[src/rtl/clusterv_tile_sram_bridge_pkg.sv]
// Shared types and default widths for the tile SRAM Wishbone bridge.
package clusterv_tile_sram_bridge_pkg;

   localparam int DEF_ADR_WIDTH = 8;
   localparam int DEF_DAT_WIDTH = 32;

   typedef enum logic [2:0] {
      IDLE   = 3'd0,
      RD_REQ = 3'd1,
      RD_CAP = 3'd2,
      WR_REQ = 3'd3,
      RESP   = 3'd4
   } bridge_state_e;

endpackage

[src/rtl/clusterv_tile_sram_wb_bridge.sv]
// Wishbone classic target -> registered byte-enable SRAM initiator, one transfer at a time.
// Optional address checking with error response: CLUSTERV_TILE_SRAM_BRIDGE_ERR_EN.
module clusterv_tile_sram_wb_bridge
   import clusterv_tile_sram_bridge_pkg::*;
#(
   parameter int ADR_WIDTH = DEF_ADR_WIDTH,
   parameter int DAT_WIDTH = DEF_DAT_WIDTH
) (
   input  logic                   clock,
   input  logic                   reset,
   input  logic [31:0]            wb_adr,
   input  logic [DAT_WIDTH-1:0]   wb_dat_w,
   output logic [DAT_WIDTH-1:0]   wb_dat_r,
   input  logic                   wb_cyc,
   input  logic                   wb_stb,
   input  logic                   wb_we,
   input  logic [DAT_WIDTH/8-1:0] wb_sel,
   output logic                   wb_ack,
   output logic                   wb_err,
   output logic [ADR_WIDTH-1:0]   i_addr,
   output logic [DAT_WIDTH-1:0]   i_write_data,
   input  logic [DAT_WIDTH-1:0]   i_read_data,
   output logic [DAT_WIDTH/8-1:0] i_byte_en,
   output logic                   i_read_en,
   output logic                   i_write_en
);

   localparam int BE_W = DAT_WIDTH / 8;

   bridge_state_e          state_q, state_d;
   logic [ADR_WIDTH-1:0]   addr_q, addr_d;
   logic [DAT_WIDTH-1:0]   wdata_q, wdata_d;
   logic [DAT_WIDTH-1:0]   dat_r_q, dat_r_d;
   logic [BE_W-1:0]        byte_en_q, byte_en_d;
   logic                   rd_en_q, rd_en_d;
   logic                   wr_en_q, wr_en_d;
   logic                   ack_q, ack_d;
   logic                   err_q, err_d;
   logic                   req;
   logic                   bad_adr;
   logic                   accept;

   assign req = wb_cyc & wb_stb;

`ifdef CLUSTERV_TILE_SRAM_BRIDGE_ERR_EN
   assign bad_adr = ((wb_adr >> (ADR_WIDTH + 2)) != 32'd0) || (wb_adr[1:0] != 2'b00);
`else
   // Out-of-range and misaligned addresses simply alias into the SRAM.
   logic unused_adr;
   assign bad_adr    = 1'b0;
   assign unused_adr = ^{wb_adr[31:ADR_WIDTH+2], wb_adr[1:0]};
`endif

   always_ff @(posedge clock) begin
      if (reset) begin
         state_q   <= IDLE;
         addr_q    <= '0;
         wdata_q   <= '0;
         dat_r_q   <= '0;
         byte_en_q <= '0;
         rd_en_q   <= 1'b0;
         wr_en_q   <= 1'b0;
         ack_q     <= 1'b0;
         err_q     <= 1'b0;
      end else begin
         state_q   <= state_d;
         addr_q    <= addr_d;
         wdata_q   <= wdata_d;
         dat_r_q   <= dat_r_d;
         byte_en_q <= byte_en_d;
         rd_en_q   <= rd_en_d;
         wr_en_q   <= wr_en_d;
         ack_q     <= ack_d;
         err_q     <= err_d;
      end
   end

   // Dropping wb_cyc mid-transfer abandons it once the current strobe has gone out.
   always_comb begin
      state_d = state_q;
      case (state_q)
         IDLE:    if (req) state_d = bad_adr ? RESP : (wb_we ? WR_REQ : RD_REQ);
         RD_REQ:  state_d = wb_cyc ? RD_CAP : IDLE;
         RD_CAP:  state_d = wb_cyc ? RESP : IDLE;
         WR_REQ:  state_d = wb_cyc ? RESP : IDLE;
         RESP:    state_d = IDLE;
         default: state_d = IDLE;
      endcase
   end

   // Outputs are decoded from the next state so every SRAM/bus signal leaves a flop.
   always_comb begin
      accept    = (state_q == IDLE) && req && !bad_adr;
      addr_d    = accept ? wb_adr[ADR_WIDTH+1:2] : addr_q;
      wdata_d   = (accept && wb_we) ? wb_dat_w : wdata_q;
      rd_en_d   = (state_d == RD_REQ);
      wr_en_d   = (state_d == WR_REQ);
      byte_en_d = (state_d == WR_REQ) ? wb_sel : '0;
      dat_r_d   = (state_q == RD_CAP && wb_cyc) ? i_read_data : dat_r_q;
      ack_d     = (state_d == RESP) && (state_q != IDLE);
      err_d     = (state_d == RESP) && (state_q == IDLE);
   end

   assign wb_dat_r     = dat_r_q;
   assign wb_ack       = ack_q;
   assign wb_err       = err_q;
   assign i_addr       = addr_q;
   assign i_write_data = wdata_q;
   assign i_byte_en    = byte_en_q;
   assign i_read_en    = rd_en_q;
   assign i_write_en   = wr_en_q;

endmodule

[config.mk]
export PLATFORM = sky130hd
export DESIGN_NAME = clusterv_tile_sram_wb_bridge
export DESIGN_NICKNAME = d
export VERILOG_FILES = /design/src/rtl/clusterv_tile_sram_bridge_pkg.sv /design/src/rtl/clusterv_tile_sram_wb_bridge.sv
export SDC_FILE = /design/constraint.sdc
export NUM_CORES = 1
export LEC_CHECK = 0
export ABC_AREA = 1
export CORE_ASPECT_RATIO = 1.1
export CORE_UTILIZATION = 42
export CTS_CLUSTER_SIZE = 16
export DETAILED_ROUTE_END_ITERATION = 7
export GPL_ROUTABILITY_DRIVEN = 0
export PLACE_DENSITY_LB_ADDON = 0.15
export SYNTH_ARGS = -nofsm -noshare
export SYNTH_HDL_FRONTEND = slang
export SYNTH_SLANG_ARGS = --single-unit
export TNS_END_PERCENT = 5
[constraint.sdc]
create_clock -name clock -period 3 [get_ports clock]
set_clock_uncertainty 0.05 [all_clocks]
set_input_delay 0.3 -clock clock [delete_from_list [all_inputs] [get_ports clock]]
set_output_delay 0.3 -clock clock [all_outputs]
set_load 0.01 [all_outputs]
== After elaboration in Yosys (flattened, before gate mapping) ==
Cells that the tools add are included.

* Equality and inequality tests: 6
* Mux-type cells: 5
* Bitwise operators: 2
* Reductions and logical operators: 9

{| class="wikitable"
|+ Operators by type and width
! kind !! count
|-
| $eq 3x2->1 const B || 3
|-
| $pmux 3 s3 || 1
|-
| $eq 3x1->1 const B || 2
|-
| $mux 3 || 2
|-
| $logic_and 1x1->1 || 5
|-
| $mux 2 || 2
|-
| $reduce_or 2->1 || 2
|-
| $eq 3x3->1 const B || 1
|-
| $logic_not 3->1 || 1
|-
| $reduce_bool 3->1 || 1
|-
| $and 1x1->1 || 1
|-
| $not 1->1 || 1
|}

* Bits in registers: 83
* Input bits: 105
* Logic and storage cells: 31

== Depth between registers and ports, before layout ==
* Depth after elaboration: 6
* Gate-level depth with buffers: 7
* Depth with buffers taken out: 6

== Worst setup path after synthesis ==
OpenSTA, ideal clock, no wires.

* Path kind: register -> register
* Start point: register state_q[1]
* End point: register dat_r_q[10], in the netlist wb_dat_r[10]
* Library setup time: 0.113 ns
* Arrival time: 1.016 ns
* Data required time: 2.837 ns
* Path slack: 1.821 ns
* Stages on the path, launching flop included: 7
* Period minus slack after synthesis: 1.179 ns
* Cell sequence: dfxtp_1 > nand3_2 > nor2_4 > buf_4 > nand2_1 > nand2_1 > nor2_1

* Word-level cells in the longest chain between the ends: 2

{| class="wikitable"
|+ Ends and longest elaborated chain
! item !! line !! text
|-
| start, declared || clusterv_tile_sram_wb_bridge.sv:30 || <nowiki>bridge_state_e state_q, state_d;</nowiki>
|-
| start signal, assigned || clusterv_tile_sram_wb_bridge.sv:66 || <nowiki>state_q <= state_d;</nowiki>
|-
| $eq 3x2->1 || clusterv_tile_sram_wb_bridge.sv:99 || <nowiki>dat_r_d = (state_q == RD_CAP && wb_cyc) ? i_read_data : dat_r_q;</nowiki>
|-
| $logic_and 1x1->1 || clusterv_tile_sram_wb_bridge.sv:99 ||
|-
| end signal, assigned || clusterv_tile_sram_wb_bridge.sv:69 || <nowiki>dat_r_q <= dat_r_d;</nowiki>
|-
| end, declared || clusterv_tile_sram_wb_bridge.sv:33 || <nowiki>logic [DAT_WIDTH-1:0] dat_r_q, dat_r_d;</nowiki>
|}

Every way passes these cells.
A chain may end at the register's enable or synchronous reset.

== Worst setup path in the final report ==
* Start point: input wb_cyc
* End point: register wdata_q[3], in the netlist i_write_data[3]

* Word-level cells in the longest chain between the ends: 3

{| class="wikitable"
|+ Ends and longest elaborated chain
! item !! line !! text
|-
| start, declared || clusterv_tile_sram_wb_bridge.sv:14 || <nowiki>input logic wb_cyc,</nowiki>
|-
| $and 1x1->1 || clusterv_tile_sram_wb_bridge.sv:43 || <nowiki>assign req = wb_cyc & wb_stb;</nowiki>
|-
| $logic_and 1x1->1 || clusterv_tile_sram_wb_bridge.sv:93 || <nowiki>accept = (state_q == IDLE) && req && !bad_adr;</nowiki>
|-
| $logic_and 1x1->1 || clusterv_tile_sram_wb_bridge.sv:95 || <nowiki>wdata_d = (accept && wb_we) ? wb_dat_w : wdata_q;</nowiki>
|-
| end signal, assigned || clusterv_tile_sram_wb_bridge.sv:68 || <nowiki>wdata_q <= wdata_d;</nowiki>
|-
| end, declared || clusterv_tile_sram_wb_bridge.sv:32 || <nowiki>logic [DAT_WIDTH-1:0] wdata_q, wdata_d;</nowiki>
|}

Every way passes these cells.

==> out/qor.csv <==
stage,metric,value,unit
run_status,status,"complete, no violations",
sta,final critical-path required period,1640,ps
power,Max VDD drop,286,uV
worst_setup_path,crit path capture type,flop,
route,via count,3289,
route,Final ANT Viol Nets,0,
worst_setup_path,"Slowest-stage cell, CP",clkdlybuf4s50_1,
worst_setup_path,Setup CP Type,in -> reg,
worst_setup_path,WP data required,3190,ps
clock_tree,H-tree depth,3,
sta,Fmax achieved,610,MHz
die,Site Rows,33,
grt,antenna violations before repair,0,
run,Max Cap Viol,0,
clock_tree,Clock Sinks,83,
min_path,Hold Path Class,in -> reg,
sta,Final Hold Viols,0,
grt,GRT overflow,0,
min_path,Hold Path Sink,i_byte_en[2],
worst_setup_path,CP dominant cell by count,nand3_1,
die,core area,0.00764,sq mm
clock_tree,CTS tree,yes,
synthesis,post-synthesis sequential area ratio,0.492,
clock_tree,number of setup buffers added after CTS,0,
die,io pins,185,
power,Leakage,2.40,nW
synthesis,"Avg Cell Area, Syn",6.74,sq um
cells_and_area,Layout area overhead,54.4,%
clock_tree,root buffer cell,clkbuf_8,
cells_and_area,ant diodes,0,
cells_and_area,Final Util,0.683,
sta,Setup TNS Final,0,ps
cells_and_area,"most common cell after layout, fill and taps aside",clkdlybuf4s50_1,
route,WL/cell,10.2,microns
power,PD cells,460,mW/mm^2
route,starting DRC count in detailed routing,96,
cells_and_area,share of cells above drive strength 1,0.0395,
sta,Slew @ Worst Pin,716,ps
clock_tree,"CTS clk-pin slew, worst paths",80,ps
grt,vias in the first global route,2979,
sta,RSZ-0062 raised after global routing,no,
worst_setup_path,crit path launch type,primary input,
cells_and_area,most frequent cells in the layout,"clkdlybuf4s50_1 (160), nor2_1 (152), nand2_1 (117)",
worst_setup_path,max incr delay on CP,540,ps
grt,GRT Util Overall,0.189,
sta,Final Cycle Share,0.546,
worst_setup_path,r2r setup slk,1490,ps
die,Initial Utilization,0.442,
synthesis,Mapped Nets,606,
grt,pin count of the biggest net entering global routing,65,
synthesis,Syn. warnings,0,
clock_tree,clock insertion delay at the later pin of the skew report,340,ps
die,Die X,87.5,microns
place,Placed Cells,748,
min_path,min-delay src,wb_sel[2],
sta,# setup viols final,0,
clock_tree,Post-CTS Hold Fix Bufs,0,
synthesis,Synth Register Bits,83,
route,Vias/cell,4.30,
worst_setup_path,worst r2r path cells,6,
cells_and_area,Nets,759,
min_path,Worst Hold Depth,3,
synthesis,Synth Instances,501,
worst_setup_path,CP arrival,1830,ps
place,hpwl dp,5720,microns
worst_setup_path,"critical path, cell by cell","clkdlybuf4s50_1, nand3_1, inv_1, buf_4, nand3_1, nand2_1, nor2_1",
worst_setup_path,worst path buffer plus inverter count,3,
synthesis,post-synth cell types,16,
sta,Relative slew margins,0.522,
cells_and_area,Layout Cells excl Fill,764,
worst_setup_path,"Max FO, Critical Path",24,
clock_tree,CTS Buf Count,9,
clock_tree,PostCTS Resize Cnt,0,
grt,first-pass GRT wire length,12400,microns
sta,fin. max-slew vios,0,
synthesis,"Cell Area, Synth",0.00338,sq mm
worst_setup_path,RR Startpoint,state_q[1],
worst_setup_path,"CP delay by family, top",buffers and inverters,
die,die area,0.00841,sq mm
place,PortBufs,160,
route,Pre-antenna DRT Iters,5,
route,drt total wl,7820,microns
route,DRC,0,
clock_tree,worst-case clock buffer depth,2,
power,Overall Power,2.40,mW
die,Die Y,96.1,microns
worst_setup_path,RR Endpoint,wb_dat_r[15],
==> per-layer routing <==
layer	vias up	track usage	wire length, microns
met1	1425	0.200	3120
met4	0	0.0833	180
met2	104	0.340	3820
met3	16	0.0652	703
met5	-	0	0
li1	1744	-	-
==> worst reg2reg max path: stages, from the launching register on <==
cell and delay [ps]:
dfxtp_1 390, nand3_2 140, nor2_4 90, buf_4 480, nand2_1 150, nand2_1 80, nor2_1 40
==> stage by stage <==
stage	hold slack (ps)	setup WS [ps]	cell area, sq um
2_1_floorplan	319	1820	3380
3_3_place_gp	411	1020	5000
3_5_place_dp	421	996	5000
4_1_cts	414	1350	5220
5_1_grt	436	1220	5220
6_report	426	1360	5220
==> cell type report <==
cell class	count	area, sq um
fillers	679	2420
flip-flops and latches	83	1660
repair buffers	165	1650
multi-input cells	311	1240
inverters	84	315
clock buffers	12	135
well taps	105	131
clock inverters	4	75.1
==> registers in the layout, summed over array words and instances, names as in the netlist <==
name / flops
i_read_en: 1
wb_dat_r: 32
wb_ack: 1
i_write_data: 32
state_q: 3
i_byte_en: 4
wb_err: 1
i_addr: 8
i_write_en: 1
==> worst max path at each step <==
stage                from               end  slack, ps  cells after the start
4_1_cts            wb_cyc   i_write_data[3]       1350                      7
5_1_grt            wb_cyc  i_write_data[28]       1220                      7
6_report           wb_cyc   i_write_data[3]       1360                      7
3_3_place_gp       wb_cyc  i_write_data[31]       1020                      7
3_5_place_dp       wb_cyc   i_write_data[3]       1000                      7
2_1_floorplan  state_q[1]      wb_dat_r[10]       1820                      6
==> synth_stat cells <==
cell / n / area [sq um]
nand4_1: 1 / 6.26
buf_1: 7 / 26.3
nand3_2: 2 / 20.0
inv_1: 82 / 308
nor2_4: 2 / 22.5
dfxtp_1: 83 / 1660
a21oi_1: 1 / 5.00
nand2_1: 117 / 439
inv_2: 2 / 7.51
nand3_1: 33 / 165
buf_6: 8 / 90.1
conb_1: 1 / 3.75
buf_4: 1 / 7.51
buf_2: 7 / 35.0
nor2_2: 1 / 6.26
nor2_1: 153 / 574
==> where the power goes <==
| group | switching, mW | internal [mW] | leakage [nW] |
|---|---|---|---|
| logic | 0.162 | 0.220 | 1.63 |
| registers | 0.0224 | 1.15 | 0.676 |
| clock network | 0.375 | 0.470 | 0.0968 |
| total | 0.560 | 1.84 | 2.40 |
==> kinds of logic (layout without fill, tap and decap cells) <==
| family | Yosys count | in the layout | share of synthesized area |
|---|---|---|---|
| compound gates | 1 | 1 | 0.00148 |
| buf+inv | 107 | 265 | 0.140 |
| simple gates | 309 | 309 | 0.365 |
| other cells | 1 | 1 | 0.00111 |
| flops | 83 | 83 | 0.492 |
Note: power is estimated with default switching activity, not from simulation.
